`src/rtl/sorted_array_streamer_pkg.sv`:
```
// Shared constants and FSM state encoding for the sorted array streamer.
package sorted_array_streamer_pkg;

  localparam int unsigned DefaultDataW = 8;
  localparam int unsigned DefaultDepth = 4;

  // FSM state encoding: IDLE, SORT, STREAM.
  typedef logic [1:0] state_t;
  localparam state_t StIdle   = 2'd0;
  localparam state_t StSort   = 2'd1;
  localparam state_t StStream = 2'd2;

endpackage

```
`src/rtl/sorted_array_streamer_sort_compare_swap.sv`:
```
// Combinational compare-and-swap cell: orders two unsigned values.
// Equal inputs pass straight through, so equal elements never move.
module sort_compare_swap #(
  parameter int unsigned DATA_W = 8
) (
  input  logic [DATA_W-1:0] a,
  input  logic [DATA_W-1:0] b,
  output logic [DATA_W-1:0] lo,
  output logic [DATA_W-1:0] hi
);

  logic swap;

  // Swap only when the lower-index element is strictly greater.
  always_comb begin
    swap = (a > b);
    lo   = swap ? b : a;
    hi   = swap ? a : b;
  end

endmodule

```
`src/rtl/sorted_array_streamer.sv`:
```
// Captures a frame of DEPTH elements, sorts it with DEPTH odd-even transposition
// passes (one per cycle), then streams the elements out in ascending order.
module sorted_array_streamer
  import sorted_array_streamer_pkg::*;
#(
  parameter int unsigned DATA_W = DefaultDataW,
  parameter int unsigned DEPTH  = DefaultDepth
) (
  input  logic                    clk,
  input  logic                    rst,
  input  logic                    load_valid,
  output logic                    load_ready,
  input  logic [DATA_W*DEPTH-1:0] load_data,
  output logic                    out_valid,
  input  logic                    out_ready,
  output logic [DATA_W-1:0]       out_data,
  output logic                    out_last,
  output logic                    busy
);

  localparam int unsigned IdxW = $clog2(DEPTH);
  localparam int NumCmp = DEPTH / 2;
  localparam logic [IdxW-1:0] LastIdx = IdxW'(DEPTH - 1);

  state_t            state_q, state_d;
  logic [DATA_W-1:0] arr_q [DEPTH];
  logic [DATA_W-1:0] arr_d [DEPTH];
  logic [IdxW-1:0]   pass_q, pass_d;
  logic [IdxW-1:0]   rd_q, rd_d;

  logic [DATA_W-1:0] cmp_a  [NumCmp];
  logic [DATA_W-1:0] cmp_b  [NumCmp];
  logic [DATA_W-1:0] cmp_lo [NumCmp];
  logic [DATA_W-1:0] cmp_hi [NumCmp];
  logic              odd_pass;

  assign odd_pass = pass_q[0];

  // One bank of DEPTH/2 comparators is shared by both pass types: even passes
  // use pairs (2k,2k+1), odd passes (2k+1,2k+2). On odd passes the last cell
  // wraps to element 0 and its result is discarded.
  for (genvar k = 0; k < NumCmp; k++) begin : g_cmp
    localparam int EvenA = 2 * k;
    localparam int EvenB = 2 * k + 1;
    localparam int OddA  = 2 * k + 1;
    localparam int OddB  = (2 * k + 2) % DEPTH;

    assign cmp_a[k] = odd_pass ? arr_q[OddA] : arr_q[EvenA];
    assign cmp_b[k] = odd_pass ? arr_q[OddB] : arr_q[EvenB];

    sort_compare_swap #(
      .DATA_W(DATA_W)
    ) u_cmp (
      .a (cmp_a[k]),
      .b (cmp_b[k]),
      .lo(cmp_lo[k]),
      .hi(cmp_hi[k])
    );
  end

  // Next-state logic: capture, sort passes and read index advance.
  always_comb begin
    state_d = state_q;
    pass_d  = pass_q;
    rd_d    = rd_q;
    arr_d   = arr_q;
    case (state_q)
      StIdle: begin
        if (load_valid) begin
          for (int i = 0; i < DEPTH; i++) begin
            arr_d[i] = load_data[i*DATA_W +: DATA_W];
          end
          pass_d  = '0;
          state_d = StSort;
        end
      end
      StSort: begin
        for (int k = 0; k < NumCmp; k++) begin
          if (!odd_pass) begin
            arr_d[2*k]   = cmp_lo[k];
            arr_d[2*k+1] = cmp_hi[k];
          end else if (k < NumCmp - 1) begin
            arr_d[2*k+1]             = cmp_lo[k];
            arr_d[(2*k+2) % DEPTH]   = cmp_hi[k];
          end
        end
        pass_d = pass_q + 1'b1;
        if (pass_q == LastIdx) begin
          pass_d  = '0;
          rd_d    = '0;
          state_d = StStream;
        end
      end
      StStream: begin
        if (out_ready) begin
          if (rd_q == LastIdx) begin
            rd_d    = '0;
            state_d = StIdle;
          end else begin
            rd_d = rd_q + 1'b1;
          end
        end
      end
      default: state_d = StIdle;
    endcase
  end

  // State registers with synchronous reset that also flushes the array.
  always_ff @(posedge clk) begin
    if (rst) begin
      state_q <= StIdle;
      pass_q  <= '0;
      rd_q    <= '0;
      for (int i = 0; i < DEPTH; i++) begin
        arr_q[i] <= '0;
      end
    end else begin
      state_q <= state_d;
      pass_q  <= pass_d;
      rd_q    <= rd_d;
      arr_q   <= arr_d;
    end
  end

  // Outputs decoded from the current state; out_data is zero when not streaming.
  always_comb begin
    load_ready = (state_q == StIdle);
    out_valid  = (state_q == StStream);
    out_last   = out_valid && (rd_q == LastIdx);
    out_data   = out_valid ? arr_q[rd_q] : '0;
    busy       = (state_q != StIdle);
  end

endmodule

```
`config.mk`:
```
export PLATFORM = sky130hd
export DESIGN_NAME = sorted_array_streamer
export DESIGN_NICKNAME = d
export VERILOG_FILES = /design/src/rtl/sorted_array_streamer_pkg.sv /design/src/rtl/sorted_array_streamer_sort_compare_swap.sv /design/src/rtl/sorted_array_streamer.sv
export SDC_FILE = /design/constraint.sdc
export NUM_CORES = 1
export LEC_CHECK = 0
export CORE_ASPECT_RATIO = 1.25
export CORE_MARGIN = 2
export CORE_UTILIZATION = 56
export DETAILED_ROUTE_END_ITERATION = 10
export PLACE_DENSITY = 0.83
export SYNTH_ARGS = -nofsm -noshare
export SYNTH_HDL_FRONTEND = slang
export SYNTH_HIERARCHICAL = 1
export SYNTH_SLANG_ARGS = --single-unit
```
`constraint.sdc`:
```
create_clock -name clk -period 4.1 [get_ports clk]
set_clock_uncertainty 0.2 [all_clocks]
set_input_delay 0.615 -clock clk [delete_from_list [all_inputs] [get_ports clk]]
set_output_delay 0.615 -clock clk [all_outputs]
set_load 0.005 [all_outputs]
```
==> impl_results.md, run 1 <==
* Status: finished clean
* Final Wtd Congestion at 0.8632
* Mapped Cells at between 300 and 400
* Async SR Flop Fraction at 0
* Xor/xnor share of the synthesized area at 0
* Top_reg_cell synth: dfxtp_1
* Critical path class: flip-flop to flip-flop
* Maximum clock rate at about 0.26 GHz
* Root buf cell: clkbuf_8
* Critical Path Fanout Max at 26
* Synth area leader: dfxtp_1
* Post-synth EDFFs at 0
* Vias at 2947
* Register bit count reported by yosys at 38
* GRT Util Overall at 0.2653
* Crit path time final at 3.777 ns
* Die X at 74.58 microns
* Final period util at 0.9212
* Max-slew violation count at 0
* Synth cell count leaders: 48 x nand2_1, 38 x dfxtp_1, 34 x inv_1, 28 x mux2_2, 20 x mux2_4
* Initial Utilization at 0.5730
* Lkg Pwr at 1.568 nW
* Peak supply drop at 0.2785 mV
* I/O Buffers at 47
* IO Count at 48
* Total nets after synthesis at 430
* Post-synth top area share at 0.2182
* Relative slew slack at 0.4964
* Hold Vio Cnt, Final at 0
* HP Class: flip-flop to flip-flop
* Clk sinks at 38
* Die extent in y at 92.23 microns
* Critical path data arrival time at 3.77 ns
* Global-route wire length before repair at 14410 microns
* Row cnt at 32
* Placement Setup Slack at about 0.40 ns
* Drt first-iter violations at 269
* Final WL at around 8500 microns
* DR WL/cell at 17.14 microns
* Nets at 463
* Htree depth at 2
* Yosys Warn Count at 6
* Fin Setup TNS at 0 ns
* Simple-Gate Fraction of Synth Area at 0.1428
* Largest cells by area after synthesis: dfxtp_1 22%, mux2_2 9.0%, mux2_4 8.6%
* DR DRC count at 0
* Post-Synth Adder-Cell Area at 0.06459
* Antenna violations before repair at 0
* Antenna cells at 0
* Max cap viols at 0
* Clock tree buffer depth at 2
* Slew @ Worst Pin at 0.7539 ns
* Post-CTS setup buffers at 0
* Post-route ant nets at 0
* CTS clk-pin slew, worst paths at 0.08 ns
* Type of origin of the critical path: flip-flop
* Overflow after GRT at 0
* Share of cells above drive strength 1 at 0.2317
* Final Setup Violations at 0
* Post-synthesis compound-gate area fraction at 0.2060
* Vias/cell at 5.954
* Largest family of logic cells by synthesized area: multiplexers
* Worst endpoint required time at 4.10 ns
* Worst hold slack at about 0.3 ns
* Sequential area share after synthesis at 0.2182
* Vias in the first global route at about 3000
* RSZ-0062 raised after global routing: false
* Hpwl dp at 6360 microns
* Unique masters post-synth at 42
* Cell Pwr Density at about 410 nW/um^2
* Syn_area_per_cell at 9.274 sq um
* Die Footprint at 6878 sq um
* DRT Pass-1 Iters at 4
* CTS Hold Bufs at 0
* Worst Slack Setup Final at between 0.3 and 0.4 ns
* Largest net degree at the start of global routing at 36
* Core Area at between 6000 and 7000 sq um
* TritonCTS clock tree: done
* Area delta synth->final at 17.04%
* Num CTS Buffers at 5
* Syn Std Cell Area at 3487 sq um
* CTS resizes at 0
* Clk_lat worst skew at approximately 0.3 ns
* Top-count cell post-synth: nand2_1
* Setup crit end kind: flip-flop
* Mux cell area share after synthesis at 0.2741
kinds of logic after synthesis:
family / Yosys count
and+or+nand+nor: 93
AOI/OAI and AO/OA: 90
muxes: 72
buffers and inverters: 65
DFF: 38
adders and majority gates: 18
per-layer routing:
layer,part of all wire,vias to the layer above,global-route usage,routed length [microns]
met2,0.50,77,0.4226,4267
met3,0.047,10,0.02967,399
li1,-,1433,-,-
met1,0.44,1427,0.3622,3691
met5,0,-,0,0
met4,0.015,0,0.1012,125
through the flow:
stage / power (mW) / util / cell area [sq um] / std cells
final: 1.661 / 0.6706 / 4081 / 495
after global routing: 1.755 / 0.6706 / 4081 / 495
after floorplan: 1.128 / - / 3487 / 376
after CTS: 1.657 / 0.6706 / 4081 / 495
after global placement: 1.226 / 0.6472 / 3939 / 487
after detailed placement: 1.248 / 0.6472 / 3939 / 487
final timing paths:
kind / start / end / slack [ns] / cells past startpoint
worst min register to register: pass_q[1] / pass_q[1] / 0.31 / 2
worst min-delay path: pass_q[1] / pass_q[1] / 0.31 / 2
worst max-delay path: pass_q[0] / arr_q[23] / 0.32 / 11
worst max register to register: pass_q[0] / arr_q[23] / 0.32 / 11
where the power goes:
group / switching, mW / internal, mW
registers: 0.0480 / 0.409
clock network: 0.148 / 0.260
logic: 0.379 / 0.417
total: 0.575 / 1.09
sequential cells by signal (all words and copies together) (netlist names):
name,cells
pass_q,2
rd_q,2
arr_q,32
state_q,2
critical path, cell delays in order (launching register included):
cell     delay (ns)
dfxtp_2        0.69
buf_4          0.33
mux2_2         0.38
inv_1          0.06
ha_1           0.26
a21oi_1        0.18
a21oi_2        0.10
o22ai_4        0.53
mux2_2         0.43
mux2i_1        0.17
nand2_1        0.07
a32o_1         0.27
area by class of cell:
type / instances / area, sq um
clock buffer: 6 / 82.58
clock inverter: 2 / 60.06
fill: 510 / 2004
inverter: 34 / 127.6
multi-input combinational: 273 / 2397
sequential: 38 / 762.0
tap: 85 / 106.4
timing repair buffer: 57 / 545.5
cell usage in the layout, fill, tap and decap left out, drive strengths merged:
cell	instances
nand2	48
mux2	48
clkdlybuf4s50	47
dfxtp	38
inv	34
o21ai	19
ha	18
or2	17
mux2i	16
a32o	16
a21oi	12
buf	10
o22ai	10
and2	9
a2bb2oi	9
mux4	8
a211oi	8
o32ai	8
nor2b	7
clkbuf	6
o211ai	4
nand4	4
nor2	3
nand3b	2
o21bai	2
or3b	2
bufinv	2
o21ba	1
a221oi	1
or4	1
Power figures use the tool's default switching activity.
==> inputs of run 2 (changes only) <==
PLACE_DENSITY = 0.81   (was 0.83)
TNS_END_PERCENT = 5   (was default)
==> run 2 against run 1 <==
Die area unchanged. Via count decreased by 0.75%. Non-clock buffer count decreased by 1. Flip-flop and latch count unchanged. Critical path type unchanged. Largest power group unchanged.
==> impl_results.md, run 2 (same netlist as run 1, synthesis figures left out) <==
* Status: finished clean
* Placement Setup Slack at 0.7398 ns (+0.3379 ns)
* Worst flop-to-flop path startpoint: pass_q[0]
* Clk_lat worst skew at 0.30 ns (about the same)
* Worst endpoint required time at 4.09 ns (about the same)
* Largest net degree at the start of global routing at 36 (unchanged)
* Type of origin of the critical path: flip-flop
* Num CTS Buffers at 5 (unchanged)
* Nets at 462 (-0.22%)
* Relative slew slack at 0.4763 (-0.02013)
* Setup crit end kind: flip-flop
* R2R setup slack at 0.70 ns (+0.38 ns)
* Maximum clock rate at 0.2941 GHz (+11%)
* Layout Cells excl Fill at 493 (-0.40%)
* Inst Count DP at 486 (-0.21%)
* Pwr Total at 1.535 mW (-7.6%)
* Slew @ Worst Pin at 0.7840 ns (+0.03013 ns)
* Worst hold slack at 0.3032 ns (-0.004588 ns)
* Vias/cell at 5.933 (-0.34%)
* Core Area at 6086 sq um (unchanged)
* Hpwl dp at 6542 microns (+2.9%)
* Most Used Layer, Global Route: met2
* Row cnt at 32 (unchanged)
* DR DRC count at 0 (unchanged)
* GRT Util Overall at 0.2691 (+0.003860)
* Hold path startpoint: pass_q[1]
* Vias at 2925 (-0.75%)
* Post-CTS setup buffers at 0 (unchanged)
* HP Class: flip-flop to flip-flop
* Crit path time final at 3.401 ns (-0.3762 ns)
* Clock tree buffer depth at 2 (unchanged)
* Initial Utilization at 0.5730 (unchanged)
* Max-slew violation count at 0 (unchanged)
* Worst R2R End: arr_q[19]
* Biggest register: arr_q
* Die extent in y at 92.23 microns (unchanged)
* Hold depth at 2 (unchanged)
* Final period util at 0.8294 (-0.09177)
* RSZ-0062 raised after global routing: false
* Vias in the first global route at 2917 (-2.7%)
* Fin util at 0.6651 (-0.005551)
* Overflow after GRT at 0 (unchanged)
* Die Footprint at 6878 sq um (unchanged)
* Met2 GRT Util at 0.4344 (+0.01180)
* Fin Setup TNS at 0 ns (unchanged)
* Lkg Pwr at 1.547 nW (-1.4%)
* Htree depth at 2 (unchanged)
* Post-route cell area at 4048 sq um (-0.83%)
* DR WL/cell at 17.69 microns (+3.2%)
* Max FFs per register at 32 (unchanged)
* Die X at 74.58 microns (unchanged)
* Cell Pwr Density at 379.2 nW/um^2 (-6.8%)
* Post-route ant nets at 0 (unchanged)
* Commonest non-fill, non-tap cell in the layout: nand2_1
* Critical Path Fanout Max at 10 (-62%)
* Critical path data arrival time at 3.39 ns (-0.38 ns)
* Met3 usage at 0.02418 (-0.005495)
* Hold Vio Cnt, Final at 0 (unchanged)
* Final WL at 8723 microns (+2.8%)
* Min-Delay Endpoint: pass_q[1]
* CTS clk-pin slew, worst paths at 0.08 ns (about the same)
* CTS resizes at 0 (unchanged)
* Root buf cell: clkbuf_8
* Area delta synth->final at 16.07%
* TritonCTS clock tree: done
* Critical path class: flip-flop to flip-flop
* Post-DP Area at 3969 sq um (+0.76%)
* Antenna cells at 0 (unchanged)
* Final Setup Violations at 0 (unchanged)
* Most frequent cells in the layout: 48 x nand2_1, 47 x clkdlybuf4s50_1, 37 x dfxtp_1
* CTS Hold Bufs at 0 (unchanged)
* DRT Pass-1 Iters at 4 (unchanged)
* Met1 Usage GRT at 0.3746 (+0.01242)
* Worst Slack Setup Final at 0.6995 ns (+0.3762 ns)
* Max cap viols at 0 (unchanged)
* R2R depth at 13 (+2)
* IO Count at 48 (unchanged)
* Clk sinks at 38 (unchanged)
* Drt first-iter violations at 170 (-37%)
* Peak supply drop at 0.2464 mV (-12%)
* Antenna violations before repair at 0 (unchanged)
* Final Wtd Congestion at 0.9188 (+6.4%)
* I/O Buffers at 47 (unchanged)
* Global-route wire length before repair at 14320 microns (-0.62%)
* Share of cells above drive strength 1 at 0.2279 (-0.003766)
-- run 2: cell count changes in the layout (fill, tap and decap cells not counted) --
| cell | previous run | this run |
|---|---|---|
| clkinv_2 | 0 | 2 |
| buf_12 | 0 | 3 |
| bufinv_16 | 2 | 0 |
| buf_4 | 10 | 6 |
| clkbuf_8 | 6 | 5 |
-- run 2: critical path, stage by stage (launching register included) --
cell	delay, ns
dfxtp_2	0.47
buf_4	0.21
mux2_2	0.38
inv_1	0.07
ha_1	0.23
nor2b_4	0.13
o211ai_2	0.15
a21oi_2	0.09
o22ai_4	0.31
buf_12	0.20
mux2_2	0.35
mux2i_1	0.14
nand2_1	0.07
a32o_1	0.28
-- run 2: area by class of cell --
type / count / area, sq um
clock buffers: 5 / 68.82
flip-flops and latches: 38 / 762.0
well taps: 85 / 106.4
clock inverters: 2 / 10.01
multi-input cells: 273 / 2397
repair buffers: 56 / 575.6
inverters: 34 / 127.6
fillers: 520 / 2038
-- run 2: per-layer routing --
| layer | up-vias | wire length, microns |
|---|---|---|
| met5 | - | 0 |
| met4 | 0 | 161 |
| met3 | 15 | 319 |
| met2 | 78 | 4236 |
| met1 | 1403 | 4005 |
| li1 | 1429 | - |
-- run 2: worst max path at each step --
stage	from	endpoint	slack [ns]	cells past startpoint
floorplan	pass_q[0]	arr_q[12]	0.83	15
global placement	pass_q[0]	arr_q[15]	0.83	13
detailed placement	pass_q[0]	arr_q[19]	0.74	13
CTS	pass_q[0]	arr_q[19]	0.71	13
global route	pass_q[0]	arr_q[21]	0.56	13
finish	pass_q[0]	arr_q[19]	0.70	13
-- run 2: report_power, final --
part	total [mW]	internal (mW)	switching (mW)	leakage (nW)
logic	0.821	0.431	0.389	1.19
clock network	0.261	0.115	0.146	0.0438
registers	0.454	0.409	0.0448	0.314
==> patch 1, RTL diff (config.mk and constraints of run 2) <==
Change the package constant `DefaultDataW` from 8 to 4.
--- a/src/rtl/sorted_array_streamer_pkg.sv
+++ b/src/rtl/sorted_array_streamer_pkg.sv
@@ -3,3 +3,3 @@
 
-  localparam int unsigned DefaultDataW = 8;
+  localparam int unsigned DefaultDataW = 4;
   localparam int unsigned DefaultDepth = 4;
Interface: changed (resized load_data and out_data); port bits go from 48 to 28. No check against the original RTL was run, so the function may have changed too.
==> patch 1 against run 2 <==
- clock power down 49%
- total power down 52%
- critical path depth down 4
- sequential cell count down 16
- first-iteration DRC count down 64%
- cell area down 47%
- routed wire length down 51%
- area after synthesis down 46%
- synthesized cell count down 47%
- global-route usage down 3.0 points
- worst setup slack better by 100 ps
- non-clock buffer count down 27
- combinational power down 58%
- critical path type unchanged
- largest cell class unchanged
- largest power group unchanged
==> patch 1: results (changes against run 2) <==
stage,metric,value,unit,change
routing,highest_layer,met4,,
logic_synthesis,synth_nets,231,,-46%
logic_synthesis,synth.distinct_cells,38,,-9.5%
place,dpl.hpwl,3.29,mm,-50%
worst_setup_path,cp_slowest_cell,dfxtp_1,,
place,gp_congestion,0.920,,+0.16%
logic_synthesis,synth.area.top_cells,"dfxtp_1, mux2_1, mux2_2",,
routing,wl_met3,179,um,-44%
power,ir_drop,0.000223,V,-9.5%
routing,wl_met2,2.13,mm,-50%
logic_synthesis,synth_common_cells,"dfxtp_1, nand2_1, inv_1",,
clock_network,insertion_delay,260,ps,-40 ps
routing,vias_per_cell,6.15,,+3.7%
clock_network,clkTransAtPathRegs,70,ps,
layout,largest_reg_flops,16,,-50%
clock_network,cts_setup_buffers,0,,unchanged
worst_setup_path,critPathMaxFanout,14,,+4
grt,grt_pass1_wl,7.29,mm,-49%
sta,slew_headroom,30.8,%,-17 points
place,placed_cell_area,2120,um2,-47%
routing,drt_iter0_markers,61,,-64%
worst_setup_path,crit_arrival,3250,ps,-140 ps
grt,track_usage,23.9,%,-3.0 points
logic_synthesis,ys_seq_area_share,23.3,%,+1.5 points
clock_network,ctsResizeCount,0,,unchanged
clock_network,cts.htree.levels,1,,-1
power,p_leak,0.000824,uW,-47%
layout,drive_above_1_share,18.7,%,-4.1 points
layout,final_nets,251,,-46%
grt,grt_pass1_vias,1567,,-46%
worst_setup_path,r2r_setup_slack,800,ps,+100 ps
place,numPortBuffers,27,,-43%
routing,drt-met1-wl,1.91,mm,-52%
status,status,completed,,
routing,avgRoutedWirePerCell,16.7,um,-5.6%
grt,grt_max_degree,20,,-44%
worst_setup_path,r2r_cells,9,,-4
clock_network,cts_buffers,3,,-2
clock_network,clockRootBuffer,clkbuf_8,,
sta,hold_slack,289,ps,-14.4 ps
worst_setup_path,cp_slowest_stage_delay,590,ps,+120 ps
[patch 1: stage by stage]
stage               setup slack (ps)  cells  total power [uW]
floorplan                       1180    201               532
global placement                 889    253               590
detailed placement               851    253               603
CTS                              828    256               741
global route                     676    256               788
finish                           802    256               738
[patch 1: cell families after synthesis]
kind of cell               share of synthesized area [%]
AOI/OAI and AO/OA                                   22.1
adders and majority gates                           6.61
buffers and inverters                               9.06
muxes                                               23.9
DFF                                                 23.3
and+or+nand+nor                                     15.1
[patch 1: worst paths after layout]
path / startpoint / endpoint
setup / recovery: pass_q[0]$_SDFFE_PP0P_ / arr_q[4]$_SDFFE_PP0P_
hold / removal: arr_q[1]$_SDFFE_PP0P_ / arr_q[1]$_SDFFE_PP0P_
setup reg to reg: pass_q[0]$_SDFFE_PP0P_ / arr_q[4]$_SDFFE_PP0P_
hold reg to reg: arr_q[1]$_SDFFE_PP0P_ / arr_q[1]$_SDFFE_PP0P_
[patch 1: routing by layer]
layer  vias up  GRT usage, %
li1        770             -
met1       754          29.8
met2        45          41.6
met3         6          3.36
met4         0          10.7
met5         -             0
[patch 1: report_power, final]
part           total, uW  switching (uW)  internal [uW]
combinational        347             173            174
clock                133            67.1           65.6
sequential           258            23.6            234
[patch 1: cell type report]
type | instances | area, um2
clock buffers | 3 | 41.3
fillers | 260 | 1060
inverters | 19 | 71.3
multi-input cells | 146 | 1280
flip-flops and latches | 22 | 440
well taps | 37 | 46.3
repair buffers | 29 | 285
[patch 1: worst max-delay path: cells and delay by family (launching register included)]
kind            cells  cell delay, ps
buf+inv             1             290
simple gates        2             300
mux                 3             910
flops               1             590
compound gates      2             550
fa+ha+maj           1             350
==> patch 2, RTL diff (flow settings as in run 2) <==
Made on the original files. Make the reset (`rst`) asynchronous in one clocked block. Comments in the files are not updated.
--- a/src/rtl/sorted_array_streamer.sv
+++ b/src/rtl/sorted_array_streamer.sv
@@ -108,3 +108,3 @@
   // State registers with synchronous reset that also flushes the array.
-  always_ff @(posedge clk) begin
+  always_ff @(posedge clk or posedge rst) begin
     if (rst) begin
Function: differs if rst is asserted again (counterexample within 4 cycles, from zero or initial values and one cycle with rst high); with rst held inactive, the same outputs for 10 cycles.
==> patch 2 against run 2 <==
- area after synthesis grew 5.0%
- count of clock-buffer cells in the layout up 3
- worst setup slack lost 250 ps
- sequential cell count unchanged
- non-clock buffer count increased by 2
- cell area increased by 4.5%
- routed wire length grew 5.0%
- synthesized cell count fell by 8.5%
- critical path type unchanged
Power is not shown: default switching activity piles up to over one toggle a cycle in this logic, so the estimate is an artifact.
==> patch 2: results (changes against run 2) <==
stage,metric,value,unit,change
layout,buffer_area_share,13.1,%,-1.1 points
layout,clock_area_share,1.89,%,-0.055 points
worst_setup_path,critPathMaxFanout,21,,+11
place,placed_cell_area,4150,um2,+4.6%
worst_setup_path,cp_slowest_stage_delay,690,ps,+220 ps
logic_synthesis,synth.area.top_cells,"dfrtp_1, mux2_2, mux2_4",,
layout,drive_above_1_share,27.5,%,+4.7 points
grt,grt_util_met1,36.0,%,-1.4 points
routing,drt-met1-wl,3.95,mm,-1.5%
logic_synthesis,synth.distinct_cells,39,,-7.1%
place,post-place-ws,488,ps,-252 ps
logic_synthesis,synth_compound_area_share,16.2,%,-4.4 points
grt,grt_pass1_wl,14.8,mm,+3.2%
grt,track_usage,26.3,%,-0.57 points
layout,inv_count,28,,-18%
layout,multi_input_cells,253,,-7.3%
layout,final.fill_count,492,,-5.4%
status,status,completed,,
routing,drt_iter0_markers,318,,+87%
logic_synthesis,synth_flop_cell,dfrtp_1,,
logic_synthesis,ys_seq_area_share,26.0,%,+4.2 points
logic_synthesis,synth.area.mux_share,33.7,%,+6.3 points
grt,grt_max_degree,30,,-17%
layout,clock_buffers,8,,+3
layout,multi_input_area,2430,um2,+1.5%
worst_setup_path,crit_arrival,3650,ps,+260 ps
layout,final_nets,438,,-5.2%
logic_synthesis,synth_common_cells,"mux2_2, dfrtp_1, inv_1",,
layout,seq_share,22.5,%,+3.7 points
routing,wl_met2,4.61,mm,+8.9%
routing,wl,9.16,mm,+5.0%
place,gp_congestion,0.860,,-6.5%
layout,area_delta_synth_final,15.6,%,
routing,wl_met3,479,um,+50%
sta,tightest_slew,1160,ps,+377 ps
routing,via_count,2927,,+0.068%
==> patch 2: kinds of logic (layout without fill, tap and decap cells) <==
group,after synthesis,in the layout
AND/OR/NAND/NOR,60,60
multiplexers,96,96
flip-flops,38,38
buffers and inverters,53,94
adder cells (fa/ha/maj),18,18
AO/OA/AOI/OAI,79,79
==> patch 2: path summary, 6_finish.rpt <==
path                                  startpoint                      to  slack (ps)  cells after the start
max reg2reg                pass_q[0]$_DFFE_PP0P_   arr_q[26]$_DFFE_PP0P_         440                      9
max in group asynchronous                    rst   pass_q[0]$_DFFE_PP0P_        2200                      3
min reg2reg                pass_q[1]$_DFFE_PP0P_   pass_q[1]$_DFFE_PP0P_         350                      2
min in group asynchronous                    rst  state_q[1]$_DFFE_PP0P_         720                      2
min                        pass_q[1]$_DFFE_PP0P_   pass_q[1]$_DFFE_PP0P_         350                      2
max                        pass_q[0]$_DFFE_PP0P_   arr_q[26]$_DFFE_PP0P_         440                      9
